==> src/rtl/mandelbrot_pkg.sv <==
//------------------------------------------------------------------------------
// Module : mandelbrot_pkg
// Brief  : Shared definitions for the Mandelbrot pixel reader: reader FSM
//          state encoding and the pixel / byte widths of the stream.
// Rev    : 1.0  initial release
//------------------------------------------------------------------------------
`default_nettype none

package mandelbrot_pkg;

  localparam int PIXEL_W = 4;
  localparam int BYTE_W  = 8;

  typedef enum logic [2:0] {
    ST_IDLE      = 3'd0,
    ST_ISSUE     = 3'd1,
    ST_WAIT_BUSY = 3'd2,
    ST_WAIT_DONE = 3'd3,
    ST_STORE     = 3'd4
  } state_t;

endpackage

`default_nettype wire

==> src/rtl/mandelbrot_reader_fifo.sv <==
//------------------------------------------------------------------------------
// Module : mandelbrot_reader_fifo
// Brief  : DEPTH x WIDTH synchronous FIFO. Outputs come straight from flops
//          (storage, read pointer, occupancy), so out_valid rises the cycle
//          after a push into an empty FIFO.
// Ports  : clk, reset      - clock, synchronous active-high reset
//          push, push_data - write side (ignored when full)
//          pop             - read side (ignored when empty)
//          out_data        - head entry
//          out_valid       - FIFO not empty
//          full            - occupancy == DEPTH
// Rev    : 1.0  initial release
//------------------------------------------------------------------------------
`default_nettype none

module mandelbrot_reader_fifo #(
  parameter int DEPTH = 4,
  parameter int WIDTH = 9
) (
  input  logic             clk,
  input  logic             reset,
  input  logic             push,
  input  logic [WIDTH-1:0] push_data,
  input  logic             pop,
  output logic [WIDTH-1:0] out_data,
  output logic             out_valid,
  output logic             full
);

  localparam int AW = $clog2(DEPTH);

  logic [WIDTH-1:0] r_mem [DEPTH];
  logic [AW-1:0]    r_wr_ptr;
  logic [AW-1:0]    r_rd_ptr;
  logic [AW:0]      r_count;
  logic             w_push;
  logic             w_pop;

  assign full      = (r_count == (AW+1)'(DEPTH));
  assign out_valid = (r_count != '0);
  assign out_data  = r_mem[r_rd_ptr];

  // Guards make overflow and underflow impossible regardless of the caller.
  assign w_push = push && !full;
  assign w_pop  = pop && out_valid;

  always_ff @(posedge clk) begin
    if (reset) begin
      for (int i = 0; i < DEPTH; i++) r_mem[i] <= '0;
      r_wr_ptr <= '0;
      r_rd_ptr <= '0;
      r_count  <= '0;
    end else begin
      if (w_push) begin
        r_mem[r_wr_ptr] <= push_data;
        r_wr_ptr        <= r_wr_ptr + 1'b1;   // wraps modulo DEPTH (power of two)
      end
      if (w_pop) r_rd_ptr <= r_rd_ptr + 1'b1;
      case ({w_push, w_pop})
        2'b10:   r_count <= r_count + 1'b1;
        2'b01:   r_count <= r_count - 1'b1;
        default: r_count <= r_count;
      endcase
    end
  end

endmodule

`default_nettype wire

==> src/rtl/mandelbrot_reader.sv <==
//------------------------------------------------------------------------------
// Module : mandelbrot_reader
// Brief  : Drives the Mandelbrot engine one pixel at a time, collects the
//          4-bit iteration counts and streams them out as bytes through a
//          small FIFO, flagging the byte that holds the frame's final pixel.
// Config : MANDELBROT_READER_PACK_EN - when defined, two pixels are packed
//          per byte {second, first}; otherwise each pixel is sent as
//          {4'h0, pixel}.
// Ports  : clk, reset             - clock, synchronous active-high reset
//          start, continuous      - frame start / auto-restart control
//          run                    - one-cycle pixel request to the engine
//          running, finished      - engine busy / end-of-frame flags
//          ctr_in                 - engine pixel value
//          out_data/valid/last/ready - byte stream
//          frame_done             - pulse after the last byte is accepted
// Rev    : 1.0  initial release
//------------------------------------------------------------------------------
`default_nettype none

module mandelbrot_reader
  import mandelbrot_pkg::*;
#(
  parameter int DEPTH  = 4,
  parameter int PIXELS = 76800
) (
  input  logic               clk,
  input  logic               reset,
  input  logic               start,
  input  logic               continuous,
  output logic               run,
  input  logic               running,
  input  logic               finished,
  input  logic [PIXEL_W-1:0] ctr_in,
  output logic [BYTE_W-1:0]  out_data,
  output logic               out_valid,
  output logic               out_last,
  input  logic               out_ready,
  output logic               frame_done
);

  localparam int                CNT_W    = (PIXELS > 1) ? $clog2(PIXELS) : 1;
  localparam logic [CNT_W-1:0]  LAST_PIX = CNT_W'(PIXELS - 1);

  state_t              r_state;
  state_t              w_state_next;
  logic [CNT_W-1:0]    r_pix;
  logic                r_frame_done;
  logic                w_run;
  logic                w_push;
  logic [BYTE_W-1:0]   w_push_byte;
  logic                w_full;
  logic [BYTE_W:0]     w_fifo_out;

`ifdef MANDELBROT_READER_PACK_EN
  logic [PIXEL_W-1:0]  r_held;
  logic                r_half;     // a first-of-pair nibble is waiting in r_held
`endif

  always_comb begin
    w_state_next = r_state;
    w_run        = 1'b0;
    w_push       = 1'b0;
    w_push_byte  = {{(BYTE_W-PIXEL_W){1'b0}}, ctr_in};
    case (r_state)
      ST_IDLE:      if (start) w_state_next = ST_ISSUE;
      ST_ISSUE: begin
        // Only request a pixel when its byte is guaranteed a FIFO slot.
        if (!w_full) begin
          w_run        = 1'b1;
          w_state_next = ST_WAIT_BUSY;
        end
      end
      ST_WAIT_BUSY: if (running)  w_state_next = ST_WAIT_DONE;
      ST_WAIT_DONE: if (!running) w_state_next = ST_STORE;
      ST_STORE: begin
`ifdef MANDELBROT_READER_PACK_EN
        // Second of a pair completes the byte; a lone final pixel is flushed.
        w_push = r_half || finished;
        if (r_half) w_push_byte = {ctr_in, r_held};
`else
        w_push = 1'b1;
`endif
        w_state_next = (!finished || continuous) ? ST_ISSUE : ST_IDLE;
      end
      default:      w_state_next = ST_IDLE;
    endcase
  end

  always_ff @(posedge clk) begin
    if (reset) begin
      r_state      <= ST_IDLE;
      r_pix        <= '0;
      r_frame_done <= 1'b0;
    end else begin
      r_state      <= w_state_next;
      r_frame_done <= out_valid && out_ready && out_last;
      // Frame end always follows the engine's finished flag; a frame is
      // error-free when finished lands on LAST_PIX. Any mismatch realigns
      // the counter to 0 for the next frame.
      if (r_state == ST_STORE)
        r_pix <= (finished || (r_pix == LAST_PIX)) ? '0 : r_pix + 1'b1;
    end
  end

`ifdef MANDELBROT_READER_PACK_EN
  always_ff @(posedge clk) begin
    if (reset) begin
      r_held <= '0;
      r_half <= 1'b0;
    end else if (r_state == ST_STORE) begin
      if (r_half || finished) begin
        r_half <= 1'b0;
      end else begin
        r_held <= ctr_in;
        r_half <= 1'b1;
      end
    end
  end
`endif

  mandelbrot_reader_fifo #(
    .DEPTH (DEPTH),
    .WIDTH (BYTE_W + 1)
  ) u_fifo (
    .clk       (clk),
    .reset     (reset),
    .push      (w_push),
    .push_data ({finished, w_push_byte}),
    .pop       (out_ready),
    .out_data  (w_fifo_out),
    .out_valid (out_valid),
    .full      (w_full)
  );

  assign run        = w_run;
  assign out_last   = w_fifo_out[BYTE_W];
  assign out_data   = w_fifo_out[BYTE_W-1:0];
  assign frame_done = r_frame_done;

endmodule

`default_nettype wire
==> config.mk <==
export PLATFORM = sky130hd
export DESIGN_NAME = mandelbrot_reader
export DESIGN_NICKNAME = d
export VERILOG_FILES = /design/src/rtl/mandelbrot_pkg.sv /design/src/rtl/mandelbrot_reader_fifo.sv /design/src/rtl/mandelbrot_reader.sv
export SDC_FILE = /design/constraint.sdc
export NUM_CORES = 1
export LEC_CHECK = 0
export CAP_MARGIN = 20
export CORE_ASPECT_RATIO = 1.5
export CORE_MARGIN = 2
export CORE_UTILIZATION = 48
export CTS_BUF_LIST = sky130_fd_sc_hd__clkbuf_4
export DETAILED_ROUTE_END_ITERATION = 16
export PLACE_DENSITY = 0.72
export SLEW_MARGIN = 25
export SYNTH_ARGS = -nofsm -noshare
export SYNTH_HDL_FRONTEND = slang
export SYNTH_SLANG_ARGS = --single-unit
==> constraint.sdc <==
create_clock -name clk -period 3.92 [get_ports clk]
set_clock_uncertainty 0.2 [all_clocks]
set_input_delay 0.392 -clock clk [delete_from_list [all_inputs] [get_ports clk]]
set_output_delay 0.392 -clock clk [all_outputs]
set_load 0.005 [all_outputs]
==> implementation parameters, run 1 <==
Parameter                              Value

Synthesis
  Number of enable-type register cells in the synthesized netlist    20
  Cell with the most instances after synthesis    nor2_1
  Fraction of registers with async set/reset    0
  List of most frequent post-synthesis cells    25 x nor2_1, 20 x edfxtp_1, 13 x dfxtp_1
  Post-synth top area share    0.388
  Dominant cells by area after synthesis    edfxtp_1 39%, dfxtp_1 17%, mux4_2 7.3%, nor2_1 6.1%, nand2b_1 4.0%
  Post-Synthesis Cells    129
  Number of library cell types mapped by synthesis    36
  Register bit total from synthesis    33
  Post-synthesis instance area    1550 um2
  Leading area contributor after synthesis    edfxtp_1
  Avg Cell Area, Syn    12.0 um2
  Yosys warns    0
  Predominant post-synthesis flop cell    edfxtp_1
  Post-synthesis sequential area ratio    0.557

Worst hold path
  Min-delay worst type    reg2reg
  Origin of the worst min-delay path    r_state[2]
  Hold Path Depth    1

Cells and area
  Count of nets after finishing    162
  Layout Area Growth over Synthesis    17.2%
  Share of final-layout standard cells stronger than drive strength 1    0.147
  Number of non-filler instances in the completed layout    190
  Number of antenna cells inserted    0

Routing
  Wire length on met1    1010 um
  Avg Vias per Cell    5.14
  Antenna viol nets, final    0
  Total wire length    2670 um
  Total via count in the routed design    977
  Top layer in use    met4
  Met2 wire length    1450 um
  Routed length on met3    128 um
  TritonRoute pass-1 iters    4
  Post-route DRC violation count    0
  Routed wirelength normalized by instance count    14.1 um
  Violation count after the first detailed-route iteration    18

Critical path
  Crit start category    flip-flop
  WP data required    3.98 ns
  Start-to-end type of the worst setup path    reg2reg
  Critical path launch point    u_fifo.r_count[2]
  Launch instance of the worst register-to-register path    u_fifo.r_count[2]
  Worst Reg2Reg Path Length in Cells    8
  Data arrival time of the critical path    2.64 ns
  Critical Path End Type    flip-flop
  CP Max Fanout    7

Placed design
  PortBufs    18
  Total placed cells including tap cells    182
  Final weighted congestion of routability-driven global placement    0.728
  Detailed placer's ending HPWL    2010 um

Clock network
  Num CTS Buffers    5
  Maximum buffer depth of the clock tree    2
  Clock latency of the later-clocked register in the worst-skew pair    0.35 ns
  Number of gates resized after CTS    0
  CTS tree    built
  Number of buffers added to fix hold violations after cts    0
  Count of buffers added by post-CTS timing repair for setup    0
  Clock edge transition at the registers on the reported setup and hold paths    0.11 ns
  CTS H-tree depth    2
  Clk root buf    clkbuf_4
  Count of clock tree sinks    33

Timing
  Setup-failing EPs final    0
  Time the final worst path needs with I/O delays and setup    2.58 ns
  Max Freq    387 MHz
  Max Slew Vio Count    0
  Fin. Hold Viols    0
  Hold WS    0.340 ns
  Worst slew pin tran    0.762 ns
  Unrepaired setup endpoints after global routing    false
  Period utilisation layout    0.658
  Normalized max-slew margin    0.491
  TNS Setup    0 ns

Pwr
  Combinational share of power    0.072
  Clk pwr share    0.369
  Internal    544 uW
  Sequential Power Share    0.558
  Leak Pwr    0.000642 uW
  Switching power as a share of total power    0.209
  Power density relative to cell area    379 nW/um2
  Maximum VDD drop    0.000246 V
  Reported net switching power    144 uW

Global routing
  Global-route wire length before repair    4350 um
  Via count of the first global-routing pass    946
  Total Routing Usage GR    0.165
  Pin count of the biggest net entering global routing    23
  GRT Residual Overflow    0
  Antenna violations before repair    0

Floorplan
  Area inside the core boundary    3130 um2
  # rows    25
  Width of the die    50.3 um
  Die Area    3700 um2
  Number of placed I/O pins    23
  Height of the die    73.5 um
  Effective utilization at floorplan    0.494

Run status
  Run status    finished, final reports clean

Run
  Count of max-cap constraint violations    0
final timing paths:
kind / end / slack [ns]
setup reg to reg: u_fifo.r_count[2] / 1.34
hold reg to reg: r_state[1] / 0.34
setup / recovery: u_fifo.r_count[2] / 1.34
hold / removal: r_state[1] / 0.34
critical path: stages, from the launching register on:
cell and delay (ns):
dfxtp_1 0.43, or3b_4 0.44, nand2_4 0.12, ha_1 0.19, inv_1 0.06, fa_1 0.38, xor2_1 0.17, or3_1 0.31
a21oi_1 0.19
routing by layer:
metal	vias up	global-route usage
li1	487	-
met3	11	0.0447
met4	0	0.117
met1	451	0.167
met2	28	0.289
met5	-	0
power by group through the flow:
stage               Combinational (uW)  Sequential (uW)  Clock, uW
finish                            49.6              384        254
global route                      54.3              385        268
floorplan                         30.7              389          0
CTS                               50.6              384        260
global placement                  48.7              391          0
detailed placement                50.3              392          0
layout by cell type, fill, tap and decap left out, types with 2 or more instances in the layout:
cell and instances:
a21oi_1 2, a221oi_1 2, inv_1 5, edfxtp_1 20, o21ai_0 3, or3_1 3, nand2b_1 10, conb_1 4
xor2_1 4, nor2_1 25, dfxtp_1 13, clkbuf_4 6, nor2_2 5, mux4_2 5, nor3b_2 2, nor3_1 2
nor2b_1 3, clkdlybuf4s50_1 18
logic make-up (layout without fill, tap and decap cells):
| group | Yosys count | count (layout) | share of synthesized area |
|---|---|---|---|
| XOR/XNOR | 4 | 4 | 0.0227 |
| adder cells (fa/ha/maj) | 2 | 2 | 0.0210 |
| flip-flops | 33 | 33 | 0.557 |
| multiplexers | 6 | 6 | 0.0801 |
| buffers and inverters | 13 | 31 | 0.0469 |
| AO/OA/AOI/OAI | 12 | 12 | 0.0583 |
| other | 1 | 4 | 0.00242 |
| AND/OR/NAND/NOR | 58 | 58 | 0.212 |
cell type report:
class                   instances  area (um2)
fillers                       272        1320
well taps                      40        50.0
clock inverters                 2        33.8
multi-input cells              86         624
clock buffers                   6        45.0
inverters                       5        18.8
repair buffers                 18         180
flip-flops and latches         33         861
metrics by stage:
stage	utilization	setup WS (ns)	cell area, um2	power (uW)
global route	0.580	1.24	1810	708
CTS	0.580	1.35	1810	694
floorplan	-	1.62	1560	420
detailed placement	0.554	1.25	1730	442
global placement	0.554	1.42	1730	440
finish	0.580	1.34	1810	687
registers in the layout, summed over array words and instances, names as in the netlist, named ones only:
register / flops
r_state: 3
u_fifo.r_count: 3
u_fifo.r_wr_ptr: 2
u_fifo.r_mem: 20
frame_done: 1
u_fifo.r_rd_ptr: 2
Note: power is estimated with default switching activity, not from simulation.
==> run 2: changes to the inputs <==
--- a/config.mk
+++ b/config.mk
@@ -11,7 +11,7 @@
 export CORE_UTILIZATION = 48
 export CTS_BUF_LIST = sky130_fd_sc_hd__clkbuf_4
 export DETAILED_ROUTE_END_ITERATION = 16
-export PLACE_DENSITY = 0.72
+export PLACE_DENSITY = 0.75
 export SLEW_MARGIN = 25
 export SYNTH_ARGS = -nofsm -noshare
 export SYNTH_HDL_FRONTEND = slang
==> constraint.sdc (replaced) <==
create_clock -name clk -period 2.31 [get_ports clk]
set_clock_uncertainty 0.2 [all_clocks]
set_input_delay 0.231 -clock clk [delete_from_list [all_inputs] [get_ports clk]]
set_output_delay 0.231 -clock clk [all_outputs]
set_load 0.005 [all_outputs]
==> run 2 against run 1 <==
Net effect:
- clock power grew 22%
- wire length grew 1.2%
- first-iteration DRC count shrank 5.6%
- critical path depth is the same
- combinational power grew 79%
- critical path type unchanged
- largest cell class unchanged
- largest power group unchanged
- highest routed layer unchanged
==> implementation parameters, run 2 (same netlist as run 1, synthesis figures left out) <==
Parameter                              Value

Run status
  Run status    finished, final reports clean

Timing
  Setup-failing EPs final    0
  Max Freq    444 MHz
  Max Slew Vio Count    0
  TNS Setup    0 ns
  Unrepaired setup endpoints after global routing    true
  Time the final worst path needs with I/O delays and setup    2.25 ns
  Period utilisation layout    0.975
  Fin. Hold Viols    0

Critical path
  Endpoint of the worst register-to-register path    u_fifo.r_count[2]
  Launch instance of the worst register-to-register path    u_fifo.r_count[2]
  Crit-path slowest cell    or3b_4
  Start-to-end type of the worst setup path    reg2reg
  Crit start category    flip-flop
  Longest individual stage delay on the worst path    0.41 ns
  Top Family by Delay on Critical Path    simple AND/OR/NAND/NOR gates
  WP data required    2.37 ns
  CP Max Fanout    4
  Data arrival time of the critical path    2.31 ns
  Critical path launch point    u_fifo.r_count[2]
  Logic depth of the worst setup path including buffers    8
  Buffer and inverter count on the worst path    1
  Flop2flop setup slack    0.06 ns
  Worst Reg2Reg Path Length in Cells    8
  Critical Path End Type    flip-flop
  Worst-path cell chain    or3b_4, nand2_4, ha_4, inv_2, fa_2, xor2_2, or3_4, a21oi_2

Worst hold path
  Hold Path Depth    2
  Origin of the worst min-delay path    running
  Min-delay worst type    in2reg
  Hold Crit Endpoint    r_state[2]

Global routing
  Met3 track demand over resource in global routing    0.0488
  Total Routing Usage GR    0.163
  Antenna violations before repair    0
  Met1 track demand over resource    0.160
  GRT Residual Overflow    0
  Most crowded layer after global routing    met2
  Global-route wire length before repair    4350 um
  Pin count of the biggest net entering global routing    13
  Global-route met2 utilization    0.306
  Via count of the first global-routing pass    1010

Routing
  Routed wirelength normalized by instance count    13.6 um
  Post-route DRC violation count    0
  Violation count after the first detailed-route iteration    17
  Total via count in the routed design    1019
  Total wire length    2700 um
  Avg Vias per Cell    5.12
  TritonRoute pass-1 iters    4
  Antenna viol nets, final    0

Floorplan
  Effective utilization at floorplan    0.494
  Number of placed I/O pins    23
  # rows    25
  Area inside the core boundary    3130 um2
  Width of the die    50.3 um
  Die Area    3700 um2
  Height of the die    73.5 um

Cells and area
  Count of nets after finishing    171
  Number of non-filler instances in the completed layout    199
  Cell area after layout    1890 um2
  Commonest non-fill, non-tap cell in the layout    nor2_1
  Number of antenna cells inserted    0
  Register name with the most flops    u_fifo.r_mem
  Layout Area Growth over Synthesis    22.2%
  Largest register FFs    20
  Fraction of the core area covered by cells at the end of the flow    0.604
  Share of final-layout standard cells stronger than drive strength 1    0.252
  Most used cells in the layout excluding fill and tap cells    25 x nor2_1, 20 x edfxtp_1, 18 x clkdlybuf4s50_1, 11 x dfxtp_1, 10 x nand2b_1
  Registers with the most flip-flops    u_fifo.r_mem x20, r_state x3, u_fifo.r_count x3

Clock network
  Clock edge transition at the registers on the reported setup and hold paths    0.09 ns
  Count of buffers added by post-CTS timing repair for setup    0
  CTS tree    built
  Clk root buf    clkbuf_4
  Count of clock tree sinks    33
  Maximum buffer depth of the clock tree    2
  CTS H-tree depth    2
  Num CTS Buffers    5
  Clock latency of the later-clocked register in the worst-skew pair    0.32 ns

Run
  Count of max-cap constraint violations    0

Pwr
  Power density relative to cell area    555 nW/um2
  Leak Pwr    0.000684 uW
  Maximum VDD drop    0.000365 V

Placed design
  Final weighted congestion of routability-driven global placement    0.795
  Total placed cells including tap cells    191
  Detailed placer's ending HPWL    2110 um
  Area after DPL    1800 um2
  PortBufs    18
-- run 2: changes by cell type in the layout (fill, tap and decap cells not counted), moves of 2 or more --
cell      delta
dfxtp_1      -2
clkinv_2     +2
buf_4        +9
dfxtp_2      +2
-- run 2: worst max path at each step --
stage                                   end  slack [ns]
after floorplan           u_fifo.r_count[2]        0.01
after global placement    u_fifo.r_count[2]        0.04
after detailed placement  u_fifo.r_count[2]      -0.006
after CTS                 u_fifo.r_count[2]        0.01
after global routing      u_fifo.r_count[2]       -0.01
final                     u_fifo.r_count[2]        0.06
-- run 2: area by class of cell --
class | instances | area [um2]
Inverter | 5 | 18.8
Clock inverter | 2 | 10.0
Timing Repair Buffer | 27 | 248
Fill cell | 268 | 1240
Clock buffer | 6 | 45.0
Sequential cell | 33 | 863
Multi-Input combinational cell | 86 | 656
Tap cell | 40 | 50.0
-- run 2: power by group --
group | switching, uW | internal, uW
Combinational | 39.1 | 49.6
Sequential | 11.7 | 639
Clock | 183 | 128
Total | 234 | 816
-- run 2: repair_timing --
item | in CTS | in global routing
setup endpoints to repair | 5 | 1
gates resized for setup | 1 | 8
gates cloned | 0 | 0
hold buffers | 0 | 0
pin swaps | 0 | 3
-- run 2: per-layer routing --
metal / share of wire / vias to the layer above
met5: 0 / -
met4: 0.021 / 0
met3: 0.042 / 6
met2: 0.58 / 24
met1: 0.36 / 481
li1: - / 508
-- run 2: through the flow --
stage | worst slack (ns) | total power (uW) | hold WS [ns]
final | 0.0586 | 1050 | 0.304
after detailed placement | -0.00582 | 752 | 0.321
after floorplan | 0.0106 | 712 | 0.110
after CTS | 0.0118 | 1060 | 0.299
after global placement | 0.0400 | 748 | 0.306
after global routing | -0.0132 | 1100 | 0.297
==> run 3: changes to the inputs <==
--- a/config.mk
+++ b/config.mk
@@ -5,13 +5,13 @@
 export SDC_FILE = /design/constraint.sdc
 export NUM_CORES = 1
 export LEC_CHECK = 0
-export CAP_MARGIN = 20
 export CORE_ASPECT_RATIO = 1.5
 export CORE_MARGIN = 2
-export CORE_UTILIZATION = 48
+export CORE_UTILIZATION = 50
 export CTS_BUF_LIST = sky130_fd_sc_hd__clkbuf_4
 export DETAILED_ROUTE_END_ITERATION = 16
-export PLACE_DENSITY = 0.75
+export PLACE_DENSITY = 0.77
+export REMOVE_ABC_BUFFERS = 1
 export SLEW_MARGIN = 25
 export SYNTH_ARGS = -nofsm -noshare
 export SYNTH_HDL_FRONTEND = slang
==> run 3 against run 2 <==
Net effect:
- register-to-register slack improved by 0.07 ns
- first-iteration DRC count rose by 76%
- via count up 1.3%
- sequential share of layout area shrank 0.18 points
- die area fell by 3.7%
- fmax is 2.5% higher
- critical path depth fell by 6
- worst hold slack better by 0.0059 ns
==> implementation parameters, run 3 (same netlist as run 1, synthesis figures left out) <==
Parameter                              Value

Pwr
  Sequential Power Share    0.624
  Internal    799 uW
  Clk pwr share    0.289
  Switching power as a share of total power    0.233
  Combinational share of power    0.087
  Reported net switching power    242 uW
  Power density relative to cell area    549 nW/um2
  Maximum VDD drop    0.000472 V
  Leak Pwr    0.000693 uW

Critical path
  Start-to-end type of the worst setup path    reg2out
  Launch instance of the worst register-to-register path    u_fifo.r_count[1]
  Endpoint of the worst register-to-register path    u_fifo.r_count[2]
  CP Max Fanout    5
  Critical Path End Type    primary output
  WP data required    1.88 ns
  Data arrival time of the critical path    1.76 ns
  Crit start category    flip-flop
  Last element of the critical path    out_last
  Flop2flop setup slack    0.13 ns
  Worst Reg2Reg Path Length in Cells    8

Timing
  Max Slew Vio Count    0
  Fin. Hold Viols    0
  TNS Setup    0 ns
  Setup-failing EPs final    0
  Time the final worst path needs with I/O delays and setup    2.20 ns
  Normalized max-slew margin    0.642
  Worst slew pin tran    0.536 ns
  Unrepaired setup endpoints after global routing    false
  Period utilisation layout    0.951
  Max Freq    455 MHz

Cells and area
  Most used cells in the layout excluding fill and tap cells    25 x nor2_1, 20 x edfxtp_1, 18 x clkdlybuf4s50_1, 13 x buf_4, 11 x dfxtp_1
  Share of final-layout standard cells stronger than drive strength 1    0.233
  Fraction of the core area covered by cells at the end of the flow    0.645
  Commonest non-fill, non-tap cell in the layout    nor2_1
  Largest register FFs    20
  Registers with the most flip-flops    u_fifo.r_mem x20, r_state x3, u_fifo.r_count x3
  Count of nets after finishing    175
  Layout Area Growth over Synthesis    22.7%
  Register name with the most flops    u_fifo.r_mem
  Count of filler cells inserted in the layout    264
  Number of antenna cells inserted    0

Clock network
  Clock latency of the later-clocked register in the worst-skew pair    0.33 ns
  Clock edge transition at the registers on the reported setup and hold paths    0.10 ns
  CTS H-tree depth    2
  Count of clock tree sinks    33
  CTS tree    built
  Num CTS Buffers    5
  Clk root buf    clkbuf_4
  Maximum buffer depth of the clock tree    2

Routing
  Violation count after the first detailed-route iteration    30
  Routed wirelength normalized by instance count    13.9 um
  Post-route DRC violation count    0
  Total via count in the routed design    1032
  Antenna viol nets, final    0
  Avg Vias per Cell    5.11
  Total wire length    2800 um
  TritonRoute pass-1 iters    4

Floorplan
  Area inside the core boundary    2940 um2
  Height of the die    72.1 um
  Die Area    3560 um2
  Effective utilization at floorplan    0.526
  Width of the die    49.4 um
  # rows    24
  Number of placed I/O pins    23

Placed design
  Detailed placer's ending HPWL    2120 um
  Final weighted congestion of routability-driven global placement    0.731
  PortBufs    18

Global routing
  GRT Residual Overflow    0
  Via count of the first global-routing pass    1062
  Total Routing Usage GR    0.181
  Pin count of the biggest net entering global routing    17
  Global-route wire length before repair    4820 um
  Antenna violations before repair    0

Worst hold path
  Min-delay worst type    in2reg
  Origin of the worst min-delay path    running

Run status
  Run status    finished, final reports clean

Run
  Count of max-cap constraint violations    0
-- run 3: repair_timing --
item | 4_1_cts | 5_1_grt
resized for setup | 1 | 4
setup endpoints to repair | 5 | 1
hold buffers | 0 | 0
buffers inserted | 0 | 2
pin swaps | 0 | 1
-- run 3: metrics by stage --
stage,std cells,instance area [um2],power (uW),hold WS (ns),setup WS (ns)
after floorplan,124,1500,703,0.0914,0.0128
after CTS,200,1870,1050,0.299,0.00424
final,202,1900,1040,0.310,0.114
after global routing,202,1900,1080,0.311,0.0322
after detailed placement,192,1820,755,0.316,-0.0485
after global placement,192,1820,750,0.304,0.0292
-- run 3: area by class of cell --
cell class / count / area, um2 / share of cell area
Clock buffer: 5 / 37.5 / 0.0198
Clock inverter: 3 / 12.5 / 0.00659
Inverter: 5 / 18.8 / 0.00989
Multi-Input combinational cell: 86 / 639 / 0.337
Sequential cell: 33 / 863 / 0.455
Tap cell: 39 / 48.8 / 0.0257
Timing Repair Buffer: 31 / 278 / 0.146
-- run 3: worst min-delay path by stage --
| stage | to | depth (start not counted) |
|---|---|---|
| after floorplan | u_fifo.r_wr_ptr[1] | 1 |
| after CTS | r_state[2] | 2 |
| final | r_state[2] | 2 |
| after detailed placement | r_state[1] | 1 |
| after global routing | r_state[2] | 2 |
| after global placement | flip-flop | 2 |
-- run 3: worst max-delay path: stages, from the launching register on --
cell and delay (ns):
dfxtp_2 0.44, mux4_2 0.53, clkdlybuf4s50_1 0.46
-- run 3: metal layers --
metal / vias up / share of wire / track usage
met4: 0 / 0.025 / 0.0957
met5: - / 0 / 0
li1: 512 / - / -
met2: 23 / 0.54 / 0.329
met1: 489 / 0.40 / 0.198
met3: 8 / 0.035 / 0.0370
-- run 3: power groups by stage --
stage               sequential (uW)  clock, uW  combinational, uW
finish                          651        301               90.5
CTS                             651        307               90.5
global placement                663          0               87.2
floorplan                       661          0               42.5
global route                    653        328               98.8
detailed placement              665          0               90.0
==> variant, RTL diff (flow settings as in run 1) <==
Build with the macro `MANDELBROT_READER_PACK_EN` defined.
--- a/src/rtl/mandelbrot_reader.sv
+++ b/src/rtl/mandelbrot_reader.sv
@@ -18,2 +18,4 @@
 `default_nettype none
+
+`define MANDELBROT_READER_PACK_EN
 
Function: changed (Yosys sat finds a counterexample within 10 cycles, from zero or initial values and one cycle with reset high).
==> variant against run 1 <==
Wire length rose by 64%. Cell area up 51%. Hold slack got worse by 0.072 ns. Clock power rose by 24%. Setup slack worse by 0.20 ns. Power increased by 47%. Sequential cell count grew 21. Synthesized area increased by 54%. First-iteration DRC count is 94% higher. Die area is 50% higher. Critical endpoint is now out_last.
==> variant: results (changes against run 1) <==
[critical_path]
slowest_delay_ns=0.75  ; was 0.44 ns
rr_endpoint=u_fifo.r_mem[1][6]  ; was u_fifo.r_count[2]
crit_family=flip-flops  ; was simple AND/OR/NAND/NOR gates
rrSetupSlack_ns=1.19  ; was 1.34 ns
r2r_start=r_state[1]  ; was u_fifo.r_count[2]
cp_max_fo=9  ; was 7
ff2ff_path_depth=5  ; was 8
slowest_stage=dfxtp_1  ; was or3b_4

[power]
leakage_uw=0.000890  ; was 0.000642 uW
peakVddDrop_mv=0.209  ; was 0.246 mV

[global_routing]
grt_pass1_wl_um=7110  ; was 4350 um
grt_max_degree=19  ; was 23
grt_pass1_vias=1480  ; was 946
grtUsageTotal_pct=17.5  ; was 16.5%
antenna_found_initial=0  ; unchanged

[finish]
fillers=435  ; was 272
final_layout_size_suffix_gt1_share_pct=11.9  ; was 14.7%
reg_top3=u_fifo.r_mem x36, r_held x4  ; was u_fifo.r_mem x20, r_state x3, u_fifo.r_count x3
nets=231  ; was 162
diodes=0  ; unchanged

[synthesis]
synth_edf_count=36  ; was 20
syn_nets=209
synthMuxAreaShare_pct=10.6  ; was 8.01%
yosysSeqAreaShare_pct=60.5  ; was 55.7%
synth_cell_types=38  ; was 36
synth_compound_area_share_pct=4.51  ; was 5.83%
ys_warn_count=0  ; unchanged
synth_top_cells_by_area=edfxtp_1 45%, dfxtp_1 15%, mux4_2 8.5%, nor2_1 5.8%, nand2_1 2.2%  ; was edfxtp_1 39%, dfxtp_1 17%, mux4_2 7.3%, nor2_1 6.1%, nand2b_1 4.0%
synth_xor_area_share_pct=1.47  ; was 2.27%
synthAdderAreaFrac_pct=1.36  ; was 2.10%
synth_common_cells=37 x nor2_1, 36 x edfxtp_1, 18 x dfxtp_1, 14 x nand2_1  ; was 25 x nor2_1, 20 x edfxtp_1, 13 x dfxtp_1, 10 x nand2b_1

[place]
gp_congestion=0.780  ; was 0.728
numPortBuffers=22  ; was 18
place_hpwl_um=3180  ; was 2010 um
placed_area_um2=2660  ; was 1730 um2

[clock_network]
cts_buffers=5  ; unchanged
clkLatencyLatePin_ns=0.38  ; was 0.35 ns
clk_pin_slew_ns=0.14  ; was 0.11 ns
cts_resized=0  ; unchanged

[route]
viasPerCell=5.26  ; was 5.14
drt-initial-drc-count=35  ; was 18
wl_um=4390  ; was 2670 um
dr.pass1.iters=6  ; was 4

[worst_hold_path]
holdCritStartpoint=r_held[3]  ; was r_state[2]
hold_path_end=r_held[3]  ; was r_state[1]
hold_depth=2  ; was 1

[run_status]
outcome=completed  ; unchanged

[sta]
tightest_slew_ns=0.629  ; was 0.762 ns

[variant: changes by cell type in the layout (fill, tap and decap cells not counted), moves of 6 or more]
cell,run 1,this run
edfxtp_1,20,36
nand2_1,1,14
nor2_1,25,37
nor3_1,2,9
a21oi_1,2,8
nand2b_1,10,4
[variant: cell type report]
| cell class | count | area [um2] | share of cell area [%] |
|---|---|---|---|
| Inverter | 6 | 22.5 | 0.820 |
| Sequential cell | 54 | 1440 | 52.5 |
| Tap cell | 66 | 82.6 | 3.01 |
| Clock inverter | 2 | 37.5 | 1.37 |
| Clock buffer | 6 | 45.0 | 1.64 |
| Timing Repair Buffer | 24 | 235 | 8.57 |
| Multi-Input combinational cell | 127 | 881 | 32.1 |
[variant: where the power goes]
| group | switching, uW | total, uW | internal (uW) |
|---|---|---|---|
| clock | 175 | 316 | 142 |
| combinational | 30.7 | 65.3 | 34.5 |
| sequential | 10.6 | 632 | 621 |
[variant: cell families after synthesis]
| family | count (synthesis) |
|---|---|
| AND/OR/NAND/NOR | 90 |
| buffers and inverters | 15 |
| multiplexers | 14 |
| AO/OA/AOI/OAI | 17 |
| XOR/XNOR | 4 |
| adder cells (fa/ha/maj) | 2 |
| flip-flops | 54 |
[variant: worst register-to-register path, cell delays in order (launching register included)]
cell	delay (ns)
dfxtp_1	0.43
or3b_4	0.45
nor3_4	0.30
inv_2	0.18
or3_1	0.44
nand2b_1	0.40
[variant: worst max-delay path by stage]
| stage | startpoint | endpoint | slack [ns] | cells past startpoint |
|---|---|---|---|---|
| 6_report | flip-flop | out_last | 1.14 | 2 |
| 5_1_grt | flip-flop | out_last | 0.99 | 2 |
| 4_1_cts | flip-flop | out_last | 1.08 | 2 |
| 3_5_place_dp | finished | u_fifo.r_count[2] | 0.84 | 10 |
| 3_3_place_gp | finished | u_fifo.r_count[2] | 0.91 | 10 |
| 2_1_floorplan | u_fifo.r_count[2] | u_fifo.r_count[2] | 1.23 | 10 |
[variant: routing by layer]
| layer | wire, um | vias to the layer above | GRT usage, % |
|---|---|---|---|
| met3 | 118 | 6 | 3.01 |
| li1 | - | 742 | - |
| met4 | 91 | 0 | 6.91 |
| met5 | 0 | - | 0 |
| met1 | 1780 | 722 | 20.9 |
| met2 | 2390 | 28 | 30.0 |
[variant: per-stage QoR]
step                worst slack (ns)  std cells  hold slack [ns]
floorplan                       1.23        196            0.236
global placement               0.911        277            0.243
detailed placement             0.840        277            0.249
CTS                             1.08        285            0.266
global route                   0.990        285            0.292
finish                          1.14        285            0.267
